## src/rtl/uart_pkg.sv

```systemverilog
// Shared definitions for the oversampling UART: FSM states, sampling window
// and the 3-sample majority vote.
package uart_pkg;

    typedef enum logic [2:0] {
        IDLE,
        START,
        DATA,
        STOP,
        BREAK
    } state_e;

    localparam int         OVERSAMPLE   = 16;
    localparam int         DATA_BITS    = 8;
    localparam logic [3:0] SAMPLE_FIRST = 4'd7;
    localparam logic [3:0] SAMPLE_LAST  = 4'd9;
    localparam logic [3:0] OS_LAST      = 4'(OVERSAMPLE - 1);
    localparam logic [2:0] LAST_BIT     = 3'(DATA_BITS - 1);

    // votes holds the ones seen at the first two sample points; s is the third.
    function automatic logic majority(input logic [1:0] votes, input logic s);
        return (({1'b0, votes} + {2'b00, s}) >= 3'd2);
    endfunction

endpackage

```

## src/rtl/uart_baud_tick.sv

```systemverilog
// Free-running fractional baud tick: one-clock pulse at BAUD*OVERSAMPLE Hz.
module uart_baud_tick #(
    parameter int CLK_FREQ   = 50_000_000,
    parameter int BAUD       = 115_200,
    parameter int OVERSAMPLE = 16
) (
    input  logic clk,
    input  logic rst,
    output logic tick
);

    localparam logic [32:0] INC = 33'(BAUD * OVERSAMPLE);
    localparam logic [32:0] LIM = 33'(CLK_FREQ);

    logic [31:0] acc_q, acc_d;
    logic        tick_q, tick_d;
    logic [32:0] sum;

    always_comb begin
        sum    = {1'b0, acc_q} + INC;
        acc_d  = sum[31:0];
        tick_d = 1'b0;
        if (sum >= LIM) begin
            acc_d  = 32'(sum - LIM);
            tick_d = 1'b1;
        end
    end

    always_ff @(posedge clk or negedge rst) begin
        if (!rst) begin
            acc_q  <= '0;
            tick_q <= 1'b0;
        end else begin
            acc_q  <= acc_d;
            tick_q <= tick_d;
        end
    end

    assign tick = tick_q;

endmodule

```

## src/rtl/uart_rx_os.sv

```systemverilog
// 8N1 UART receiver with 16x oversampling and a 3-sample majority vote per bit.
// ready is a one-clock pulse with data valid in that cycle; there is no back-pressure.
module uart_rx_os #(
    parameter int CLK_FREQ   = 50_000_000,
    parameter int BAUD       = 115_200,
    parameter int OVERSAMPLE = 16
) (
    input  logic       clk,
    input  logic       rst,
    input  logic       rx,
    output logic [7:0] data,
    output logic       ready,
    output logic       frame_err,
    output logic       busy
);
    import uart_pkg::*;

    logic       tick;
    logic [1:0] sync_q;
    logic       rx_s;
    state_e     state_q, state_d;
    logic [3:0] os_cnt_q, os_cnt_d;
    logic [2:0] bit_idx_q, bit_idx_d;
    logic [1:0] votes_q, votes_d;
    logic [7:0] shreg_q, shreg_d;
    logic [7:0] data_q, data_d;
    logic       ready_q, ready_d;
    logic       ferr_q, ferr_d;
    logic       maj, mid, wrap, counting;

    uart_baud_tick #(
        .CLK_FREQ  (CLK_FREQ),
        .BAUD      (BAUD),
        .OVERSAMPLE(OVERSAMPLE)
    ) u_tick (
        .clk (clk),
        .rst (rst),
        .tick(tick)
    );

    assign rx_s = sync_q[1];

    always_comb begin
        state_d   = state_q;
        os_cnt_d  = os_cnt_q;
        bit_idx_d = bit_idx_q;
        votes_d   = votes_q;
        shreg_d   = shreg_q;
        data_d    = data_q;
        ready_d   = 1'b0;
        ferr_d    = 1'b0;
        maj       = majority(votes_q, rx_s);
        mid       = (os_cnt_q == SAMPLE_LAST);
        wrap      = (os_cnt_q == OS_LAST);
        counting  = tick && (state_q == START || state_q == DATA || state_q == STOP);

        // Votes accumulate over the sample window and restart at each bit boundary.
        if (counting) begin
            os_cnt_d = os_cnt_q + 4'd1;
            if (os_cnt_q >= SAMPLE_FIRST && os_cnt_q < SAMPLE_LAST)
                votes_d = votes_q + {1'b0, rx_s};
            if (wrap)
                votes_d = 2'd0;
        end

        case (state_q)
            IDLE: begin
                if (tick && !rx_s) begin
                    os_cnt_d = 4'd0;
                    votes_d  = 2'd0;
                    state_d  = START;
                end
            end
            START: begin
                if (counting && mid && maj) begin
                    state_d = IDLE;
                end else if (counting && wrap) begin
                    bit_idx_d = 3'd0;
                    state_d   = DATA;
                end
            end
            DATA: begin
                if (counting && mid)
                    shreg_d = {maj, shreg_q[7:1]};
                if (counting && wrap) begin
                    bit_idx_d = bit_idx_q + 3'd1;
                    if (bit_idx_q == LAST_BIT)
                        state_d = STOP;
                end
            end
            STOP: begin
                // Leaving at mid-stop-bit gives half a bit of resync margin.
                if (counting && mid) begin
                    if (maj) begin
                        data_d  = shreg_q;
                        ready_d = 1'b1;
                        state_d = IDLE;
                    end else begin
                        ferr_d  = 1'b1;
                        state_d = BREAK;
                    end
                end
            end
            BREAK: begin
                if (rx_s)
                    state_d = IDLE;
            end
            default: state_d = IDLE;
        endcase
    end

    always_ff @(posedge clk or negedge rst) begin
        if (!rst) begin
            sync_q    <= 2'b11;
            state_q   <= IDLE;
            os_cnt_q  <= '0;
            bit_idx_q <= '0;
            votes_q   <= '0;
            shreg_q   <= '0;
            data_q    <= '0;
            ready_q   <= 1'b0;
            ferr_q    <= 1'b0;
        end else begin
            sync_q    <= {sync_q[0], rx};
            state_q   <= state_d;
            os_cnt_q  <= os_cnt_d;
            bit_idx_q <= bit_idx_d;
            votes_q   <= votes_d;
            shreg_q   <= shreg_d;
            data_q    <= data_d;
            ready_q   <= ready_d;
            ferr_q    <= ferr_d;
        end
    end

    assign data      = data_q;
    assign ready     = ready_q;
    assign frame_err = ferr_q;
    assign busy      = (state_q != IDLE);

endmodule

```

## config.mk

```make
export PLATFORM = sky130hd
export DESIGN_NAME = uart_rx_os
export DESIGN_NICKNAME = d
export VERILOG_FILES = /design/src/rtl/uart_pkg.sv /design/src/rtl/uart_baud_tick.sv /design/src/rtl/uart_rx_os.sv
export SDC_FILE = /design/constraint.sdc
export NUM_CORES = 1
export LEC_CHECK = 0
export CORE_ASPECT_RATIO = 1.2
export CORE_MARGIN = 3
export CORE_UTILIZATION = 45
export DETAILED_ROUTE_END_ITERATION = 10
export GPL_TIMING_DRIVEN = 1
export PLACE_DENSITY = 0.63
export REMOVE_ABC_BUFFERS = 1
export SLEW_MARGIN = 40
export SYNTH_ARGS = -nofsm -noshare
export SYNTH_HDL_FRONTEND = slang
export SYNTH_SLANG_ARGS = --single-unit
```

## constraint.sdc

```tcl
create_clock -name clk -period 2.86 [get_ports clk]
set_input_delay 0.572 -clock clk [delete_from_list [all_inputs] [get_ports clk]]
set_output_delay 0.572 -clock clk [all_outputs]
set_load 0.02 [all_outputs]
```

==> results of run 1 <==
==> how the worst max path moves through the flow <==
stage,startpoint,to,slack [ps],cells past startpoint
floorplan,u_tick.acc_q[7],u_tick.acc_q[22],180,11
global placement,u_tick.acc_q[13],u_tick.acc_q[14],60,10
detailed placement,u_tick.acc_q[13],u_tick.acc_q[14],20,10
CTS,u_tick.acc_q[13],u_tick.acc_q[14],8,10
global route,u_tick.acc_q[17],u_tick.acc_q[14],6,9
finish,u_tick.acc_q[13],u_tick.acc_q[14],120,10
==> where the power goes <==
part	switching [mW]	internal (mW)
logic	0.0667	0.0544
clock network	0.353	0.515
registers	0.0161	0.830
==> metrics by stage <==
step	instance area, um^2	setup WS (ps)
2_1_floorplan	3250	181
3_3_place_gp	3660	59.8
3_5_place_dp	3660	20.7
4_1_cts	3890	8.02
5_1_grt	3960	5.58
6_report	3960	119
==> worst max-delay path, stage by stage, from the launching register on <==
cell and delay [ps]:
dfrtp_2 450, ha_2 220, nand4_1 130, nand2_1 150, or3_1 420, a211o_1 300
a21o_1 240, a211oi_4 340, buf_4 200, nor3b_1 60, xnor2_1 120
==> layer usage <==
layer | vias up | GRT usage [%] | share of wire [%]
met2 | 60 | 30.0 | 50
li1 | 1224 | - | -
met5 | - | 0 | 0
met3 | 22 | 2.96 | 3.7
met4 | 0 | 10.4 | 3.5
met1 | 1230 | 20.4 | 43
==> flip-flops by register name, summed over array words and instances (netlist names) <==
register / flops
ready: 1
state_q: 3
sync_q: 2
os_cnt_q: 4
u_tick.acc_q: 25
data: 8
votes_q: 2
shreg_q: 8
bit_idx_q: 3
u_tick.tick: 1
frame_err: 1
==> logic make-up after synthesis <==
logic type | count (synthesis)
AOI/OAI and AO/OA | 49
adders and majority gates | 12
and+or+nand+nor | 128
xor gates and xnor gates | 43
buffers and inverters | 18
muxes | 19
DFF | 58
==> what timing repair did <==
| action | in CTS | in global routing |
|---|---|---|
| pin swaps | 1 | 3 |
| buffers inserted | 0 | 1 |
| resized for setup | 0 | 14 |
| endpoints found under the setup margin | 1 | 22 |
==> cells in the final DEF, fill, tap and decap left out, types with 4 or more instances in the layout <==
cell type,count
nand2b_1,6
nand2_1,22
o21ai_0,12
nand4_1,9
clkdlybuf4s50_1,12
mux2_2,17
xor2_1,6
and2_1,5
dfrtp_1,53
and3_1,4
buf_4,22
nand3_1,12
clkbuf_8,10
nor3_1,7
a21oi_1,12
ha_1,11
inv_1,9
or3_1,4
nor2_1,35
xnor2_1,36
==> area by class of cell <==
class / instances / area, um^2
Inverter: 10 / 40.0
Fill cell: 618 / 3020
Clock inverter: 6 / 88.8
Clock buffer: 10 / 138
Tap cell: 87 / 109
Multi-Input combinational cell: 251 / 1820
Sequential cell: 58 / 1460
Timing Repair Buffer: 36 / 310
==> impl_results.md, run 1 <==
* Fin nets at between 300 and 400
* Total track usage at between 10% and 20%
* Synth top area share at 42.5%
* FF-to-FF Start: u_tick.acc_q[13]
* Post-route clock period utilization at approximately 96%
* Number of synthesized flops with an enable pin at 0
* Ratio of cells with drive above 1 in the final layout at between 20% and 30%
* CTS tree: built
* Arr. time, crit path at between 2000 and 3000 ps
* Relative slew margins at a little over half
* Vias in the first global route at about 2600
* Commonest cells post-synth: dfrtp_1, xnor2_1, nor2_1
* Final Core Density at between 50% and 60%
* Die W at between 80 and 90 um
* Setup Crit Path Kind: register to register
* Worst-path clk slew at 70 ps
* Yosys cell types at 55
* Fin Clk Skew at 8.88 ps
* Syn avg cell area at a little over 10 um^2
* Longest Clk Path Bufs at 2
* PwrDens at 463 nW/um^2
* Minimum clock period at 2740 ps
* Post-synthesis compound-gate area fraction at between 10% and 20%
* Final estimated routing congestion in global placement at between 0.8 and 0.9
* Final non-filler cell total at between 400 and 500
* Reg2Reg Capture Point: u_tick.acc_q[14]
* Count leader, synth: dfrtp_1
* Top_reg_cell synth: dfrtp_1
* DP HPWL at 4930 um
* CTS H-tree depth at 3
* Slew Viols, Final at 0
* R2R depth at 10
* Placed insts at 441
* Synth area leaders: dfrtp_1, xnor2_1, mux2_2
* Maximum clock frequency at 365 MHz
* Mapped Cells at roughly 330
* Finish-stage setup viols at 0
* Area grow syn2layout at 20.1%
* Final ANT Viol Nets at 0
* Row Count at 33
* Die area at 8400 um^2
* HP Class: input port to asynchronous set/reset pin
* Worst Tran Pin Value at 690 ps
* Tot Pwr at between 1.5 and 2 mW
* Height of the die at around 100 um
* Ys async rst share at between 90% and 100%
* Total Wirelength at 6790 um
* Fin. Hold Viols at 0
* Vias per Instance at between 5 and 6
* DRT iter0 DRCs at 129
* Port Buffer Count at 13
* Starting Density at between 40% and 50%
* CP Max Fanout at 6
* Clock latency on the worst-skew pair at between 300 and 400 ps
* Clock sink count at 58
* Hold slack at 269 ps
* DR pass1 iterations at 5
* Antenna cells at 0
* Total grt overflow at 0
* Setup TNS at 0 ps
* Initial antenna violation count at 0
* Setup crit end kind: register
* Mapped Area at approximately 3300 um^2
* Largest net degree at the start of global routing at 31
* Synth Area in Simple Gates at about 21%
* Global-route wire length before repair at around 12000 um
* Adder-cell area share of the yosys netlist at about 4.6%
* RSZ-0062 raised after global routing: no
* Post-Synth XOR/XNOR Area at between 10% and 20%
* Clock root buffer: clkbuf_8
* Post-synth top area cell: dfrtp_1
* CORE AREA at 6980 um^2
* DR vias at 2536
* Startpoint Class: register
* CP required at between 3000 and 4000 ps
* Largest family of logic cells by synthesized area: simple AND/OR/NAND/NOR gates
* Flops & latches, synth at 58
* Setup slack, reg-to-reg at approximately 120 ps
* Post-CTS Hold Buffers at 0
* IO Pins at 14
* VDD IR max at about 0.36 mV
* Max Cap Viol at 0
* Seq/Total Area, Yosys at ~44%
* Routed WL per cell at 14.8 um
* Synth warn at 0
* # DRC at 0
* TritonCTS Buffers at 9
* Multiplexer area fraction after synthesis at approximately 6.4%
* Static leakage at about 1.8 nW
* Run status: finished, final reports clean
(Power assumes the default switching activity.)
==> run 2: changes to the inputs <==
--- a/config.mk
+++ b/config.mk
@@ -10,7 +10,7 @@
 export CORE_UTILIZATION = 45
 export DETAILED_ROUTE_END_ITERATION = 10
 export GPL_TIMING_DRIVEN = 1
-export PLACE_DENSITY = 0.63
+export PLACE_DENSITY = 0.61
 export REMOVE_ABC_BUFFERS = 1
 export SLEW_MARGIN = 40
 export SYNTH_ARGS = -nofsm -noshare
==> constraint.sdc (replaced) <==
create_clock -name clk -period 2.95 [get_ports clk]
set_input_delay 0.59 -clock clk [delete_from_list [all_inputs] [get_ports clk]]
set_output_delay 0.59 -clock clk [all_outputs]
set_load 0.02 [all_outputs]
==> impl_results.md, run 2 (synthesized netlist as in run 1, its figures left out) <==
* Starting Density at 47.3% (unchanged)
* Vias in the first global route at 2570 (was 2564)
* Maximum clock frequency at 361 MHz (was 365 MHz)
* Row Count at 33 (unchanged)
* Setup crit end kind: register (unchanged)
* Total track usage at 17.3% (was 17.4%)
* CORE AREA at 6980 um^2 (unchanged)
* Worst Tran Pin Value at 481 ps (was 690 ps)
* Critical path depth at 11 (was 10)
* Post-route clock period utilization at 94.0% (was 95.8%)
* Worst path slowest cell: or4b_1 (was dfrtp_2)
* DRT iter0 DRCs at 105 (was 129)
* Die W at 84.2 um (unchanged)
* Biggest register: u_tick.acc_q (unchanged)
* CTS tree: built (unchanged)
* Startpoint Class: register (unchanged)
* Max FFs per register at 25 (unchanged)
* Hold slack at 148 ps (was 269 ps)
* Fin Clk Skew at 9.94 ps (was 8.88 ps)
* Total Wirelength at 6610 um (was 6790 um)
* VDD IR max at 0.310 mV (was 0.364 mV)
* Clock sink count at 58 (unchanged)
* Die area at 8400 um^2 (unchanged)
* CP Max Fanout at 4 (was 6)
* Reg area at 1450 um^2 (was 1460 um^2)
* Worst-path clk slew at 70 ps (about the same)
* Leading cell type in the layout, fill and taps excluded: dfrtp_1 (unchanged)
* Largest net degree at the start of global routing at 25 (was 31)
* Final non-filler cell total at 456 (was 458)
* Placed insts at 439 (was 441)
* Setup crit start: u_tick.acc_q[8] (was u_tick.acc_q[13])
* Initial antenna violation count at 0 (unchanged)
* Clock latency on the worst-skew pair at 340 ps (about the same)
* Setup TNS at 0 ps (unchanged)
* Slew Viols, Final at 0 (unchanged)
* Setup Crit Path Kind: register to register (unchanged)
* Run status: finished, final reports clean (unchanged)
* IO Pins at 14 (unchanged)
* Family with the most delay on the worst path: compound AO/OA/AOI/OAI gates (unchanged)
* CP required at 3170 ps (was 3080 ps)
* DR pass1 iterations at 4 (was 5)
* DP HPWL at 4850 um (was 4930 um)
* Port Buffer Count at 13 (unchanged)
* Final estimated routing congestion in global placement at 0.964 (was 0.851)
* Post-CTS Hold Buffers at 0 (unchanged)
* Vias per Instance at 5.50 (was 5.54)
* Clock root buffer: clkbuf_8 (unchanged)
* Fill count at 627 (was 618)
* Arr. time, crit path at 2990 ps (was 2960 ps)
* Relative slew margins at 67.6% (was 54.0%)
* Fin. Hold Viols at 0 (unchanged)
* # DRC at 0 (unchanged)
* Max Cap Viol at 0 (unchanged)
* Fin nets at 379 (was 381)
* Minimum clock period at 2770 ps (was 2740 ps)
* Area grow syn2layout at 17.4% (was 20.1%)
* Finish-stage setup viols at 0 (unchanged)
* R2R depth at 11 (was 10)
* Global-route wire length before repair at 11700 um (was 11600 um)
* Multi-input logic area at 1770 um^2 (was 1820 um^2)
* HP Class: input port to asynchronous set/reset pin (unchanged)
* CP Cell Sequence: inv_1 -> ha_1 -> or4b_1 -> and3_1 -> o21ai_1 -> a21oi_1 -> a21o_1 -> a211oi_4 -> buf_4 -> nor2_1 -> xnor2_1 (was ha_2 -> nand4_1 -> nand2_1 -> or3_1 -> a211o_1 -> a21o_1 -> a211oi_4 -> buf_4 -> nor3b_1 -> xnor2_1)
* Antenna cells at 0 (unchanged)
* Total grt overflow at 0 (unchanged)
* Longest Clk Path Bufs at 2 (unchanged)
* Commonest non-fill, non-tap cells in the layout: dfrtp_1, xnor2_1, nor2_1 (unchanged)
* DR vias at 2510 (was 2536)
* Height of the die at 99.8 um (unchanged)
* Static leakage at 1.73 nW (was 1.75 nW)
* Final ANT Viol Nets at 0 (unchanged)
* Crit path buffers/inverters at 2 (was 1)
* PwrDens at 451 nW/um^2 (was 463 nW/um^2)
* Routed WL per cell at 14.5 um (was 14.8 um)
* TritonCTS Buffers at 9 (unchanged)
* Ratio of cells with drive above 1 in the final layout at 19.0% (was 22.4%)
* CTS H-tree depth at 3 (unchanged)
* CP max stage delay at 500 ps (was 450 ps)
* FF-to-FF Start: u_tick.acc_q[8] (was u_tick.acc_q[13])
==> run 2: worst register-to-register path, cell delays in order (launching register included) <==
cell	delay (ps)
dfrtp_1	400
inv_1	80
ha_1	170
or4b_1	500
and3_1	240
o21ai_1	180
a21oi_1	130
a21o_1	240
a211oi_4	330
buf_4	190
nor2_1	80
xnor2_1	130
==> run 2: path summary, 6_finish.rpt <==
path	to	slack, ps
setup / recovery	u_tick.acc_q[19]	180
hold / removal	u_tick.acc_q[21]	150
setup reg to reg	u_tick.acc_q[19]	180
hold reg to reg	sync_q[1]	360
max in group asynchronous	sync_q[0]	2120
min in group clk	sync_q[1]	360
==> run 2: power by group <==
part	switching [mW]	internal, mW	total, mW	leakage, nW
Clock	0.335	0.473	0.808	0.105
Combinational	0.0651	0.0519	0.117	0.884
Sequential	0.0153	0.805	0.820	0.742
Total	0.415	1.33	1.75	1.73
==> run 2: per-layer routing <==
metal / track usage, % / part of all wire (%)
met5: 0 / 0
met4: 7.80 / 2.5
met3: 4.27 / 3.9
met2: 28.7 / 49
met1: 21.4 / 44
==> run 2: layout make-up <==
cell class / instances / share of cell area [%]
clock buffer: 9 / 3.20
clock inverter: 7 / 2.42
inverter: 10 / 1.03
multi-input combinational: 251 / 45.7
sequential: 58 / 37.6
tap: 87 / 2.81
timing repair buffer: 34 / 7.30
==> run 2: what timing repair did <==
| item | in CTS | in global routing |
|---|---|---|
| endpoints found under the setup margin | 0 | 15 |
| buffers inserted | 0 | 1 |
| gates resized for setup | 0 | 2 |
==> run 2: metrics by stage <==
stage / setup WS, ps / util (%) / cell area [um^2] / total power, mW
6_report: 178 / 55.5 / 3870 / 1.75
5_1_grt: -9.93 / 55.5 / 3870 / 1.83
4_1_cts: 127 / 55.2 / 3850 / 1.77
3_5_place_dp: 143 / 52.1 / 3640 / 0.956
3_3_place_gp: 177 / 52.1 / 3640 / 0.954
2_1_floorplan: 271 / - / 3250 / 0.908
==> run 3: changes to the inputs <==
--- a/config.mk
+++ b/config.mk
@@ -11,7 +11,6 @@
 export DETAILED_ROUTE_END_ITERATION = 10
 export GPL_TIMING_DRIVEN = 1
 export PLACE_DENSITY = 0.61
-export REMOVE_ABC_BUFFERS = 1
 export SLEW_MARGIN = 40
 export SYNTH_ARGS = -nofsm -noshare
 export SYNTH_HDL_FRONTEND = slang
==> impl_results.md, run 3 (synthesized netlist as in run 1, its figures left out) <==
* Setup slack, reg-to-reg at 160 ps (was 180 ps)
* Fill count at 635 (was 627)
* Final Core Density at 54.7% (was 55.5%)
* Fin Clk Skew at 10.2 ps (was 9.94 ps)
* Post-route clock period utilization at 94.7% (was 94.0%)
* CP Max Fanout at 7 (was 4)
* Placed insts at 435 (was 439)
* Port Buffer Count at 13 (unchanged)
* Vias per Instance at 5.41 (was 5.50)
* Dpl ws at -1.84 ps (was 143 ps)
* Die W at 84.2 um (unchanged)
* Ratio of cells with drive above 1 in the final layout at 19.4% (was 19.0%)
* R2R depth at 9 (was 11)
* Clock latency on the worst-skew pair at 330 ps (was 340 ps)
* Syn Nets at ~340
* HP Class: input port to asynchronous set/reset pin (unchanged)
* Worst-path clk slew at 70 ps (about the same)
* IO Pins at 14 (unchanged)
* Final ANT Viol Nets at 0 (unchanged)
* Initial antenna violation count at 0 (unchanged)
* Relative slew margins at 59.1% (was 67.6%)
* Reg2Reg Capture Point: u_tick.acc_q[16] (was u_tick.acc_q[19])
* Largest net degree at the start of global routing at 23 (was 25)
* Arr. time, crit path at 3010 ps (was 2990 ps)
* Clock sink count at 58 (unchanged)
* # DRC at 0 (unchanged)
* Tot Pwr at 1.57 mW (was 1.75 mW)
* Area grow syn2layout at 15.7% (was 17.4%)
* Maximum clock frequency at 358 MHz (was 361 MHz)
* Total grt overflow at 0 (unchanged)
* Biggest register: u_tick.acc_q (unchanged)
* Total track usage at 16.6% (was 17.3%)
* Static leakage at 1.69 nW (was 1.73 nW)
* Setup crit start: u_tick.acc_q[16] (was u_tick.acc_q[8])
* Setup TNS at 0 ps (unchanged)
* DP HPWL at 4740 um (was 4850 um)
* DR pass1 iterations at 4 (unchanged)
* Worst Tran Pin Value at 597 ps (was 481 ps)
* Routed WL per cell at 14.3 um (was 14.5 um)
* Slew Viols, Final at 0 (unchanged)
* DR vias at 2452 (was 2510)
* PwrDens at 411 nW/um^2 (was 451 nW/um^2)
* Die area at 8400 um^2 (unchanged)
* Global-route wire length before repair at 11400 um (was 11700 um)
* Finish-stage setup viols at 0 (unchanged)
* DRT iter0 DRCs at 59 (was 105)
* Setup Crit Path Kind: register to register (unchanged)
* Startpoint Class: register (unchanged)
* Final estimated routing congestion in global placement at 0.850 (was 0.964)
* RSZ-0062 raised after global routing: no
* VDD IR max at 0.235 mV (was 0.310 mV)
* Vias in the first global route at 2468 (was 2570)
* TritonCTS Buffers at 9 (unchanged)
* Final non-filler cell total at 453 (was 456)
* CTS H-tree depth at 3 (unchanged)
* FF-to-FF Start: u_tick.acc_q[16] (was u_tick.acc_q[8])
* Row Count at 33 (unchanged)
* Max FFs per register at 25 (unchanged)
* Starting Density at 47.3% (unchanged)
* GR Util met2 at 28.6% (was 28.7%)
* Total Wirelength at 6490 um (was 6610 um)
* CORE AREA at 6980 um^2 (unchanged)
* Global routing's busiest layer: met2 (unchanged)
* Fin. Hold Viols at 0 (unchanged)
* Antenna cells at 0 (unchanged)
* Longest Clk Path Bufs at 2 (unchanged)
* Max Cap Viol at 0 (unchanged)
* Leading cell type in the layout, fill and taps excluded: dfrtp_1 (unchanged)
* Grt met1 use at 20.5% (was 21.4%)
* Fin nets at 376 (was 379)
* Run status: finished, final reports clean (unchanged)
* Setup crit end kind: register (unchanged)
* Routing usage on met3 at 3.53% (was 4.27%)
* CTS tree: built (unchanged)
* Height of the die at 99.8 um (unchanged)
* CP required at 3170 ps (about the same)
* Setup slack after layout at 155 ps (was 178 ps)
* Minimum clock period at 2790 ps (was 2770 ps)
* Commonest non-fill, non-tap cells in the layout: dfrtp_1, xnor2_1, nor2_1 (unchanged)
* Clock root buffer: clkbuf_8 (unchanged)
-- run 3: layout make-up --
type	count	area, um^2	area share, %
Multi-Input combinational cell	251	1780	46.7
Timing Repair Buffer	31	260	6.82
Sequential cell	58	1460	38.1
Clock inverter	7	46.3	1.21
Tap cell	87	109	2.85
Clock buffer	9	124	3.25
Inverter	10	40.0	1.05
-- run 3: report_power, final --
group	switching (mW)	internal (mW)	total, mW
logic	0.0660	0.0519	0.118
clock network	0.330	0.300	0.631
registers	0.0152	0.805	0.820
-- run 3: routing by layer --
metal | up-vias | part of all wire [%]
met1 | 1199 | 46
li1 | 1219 | -
met5 | - | 0
met2 | 28 | 51
met4 | 0 | 0.77
met3 | 6 | 2.8
-- run 3: worst max path at each step --
stage,to,slack [ps],depth (start not counted)
3_3_place_gp,u_tick.acc_q[14],110,10
6_report,u_tick.acc_q[16],160,9
5_1_grt,u_tick.acc_q[18],10,12
2_1_floorplan,u_tick.acc_q[18],240,12
4_1_cts,u_tick.acc_q[14],20,10
3_5_place_dp,u_tick.acc_q[14],-2,10
-- run 3: worst max-delay path, stage by stage (launching register included) --
cell and delay (ps):
dfrtp_1 500, and4_1 350, nand2_1 190, or3_1 370, a211o_1 300, a21o_1 230
a211oi_4 340, buf_4 200, nor2_1 50, xnor2_1 150
-- run 3: what timing repair did --
item / 4_1_cts / 5_1_grt
buffers inserted: 0 / 2
gates resized for setup: 0 / 6
setup endpoints to repair: 1 / 22
pin swaps: 1 / 2
hold buffers: 0 / 0
-- run 3: through the flow --
stage               hold slack [ps]  area, um^2
CTS                             207        3780
global route                    236        3810
floorplan                       294        3300
global placement                347        3610
detailed placement              348        3610
finish                          206        3810
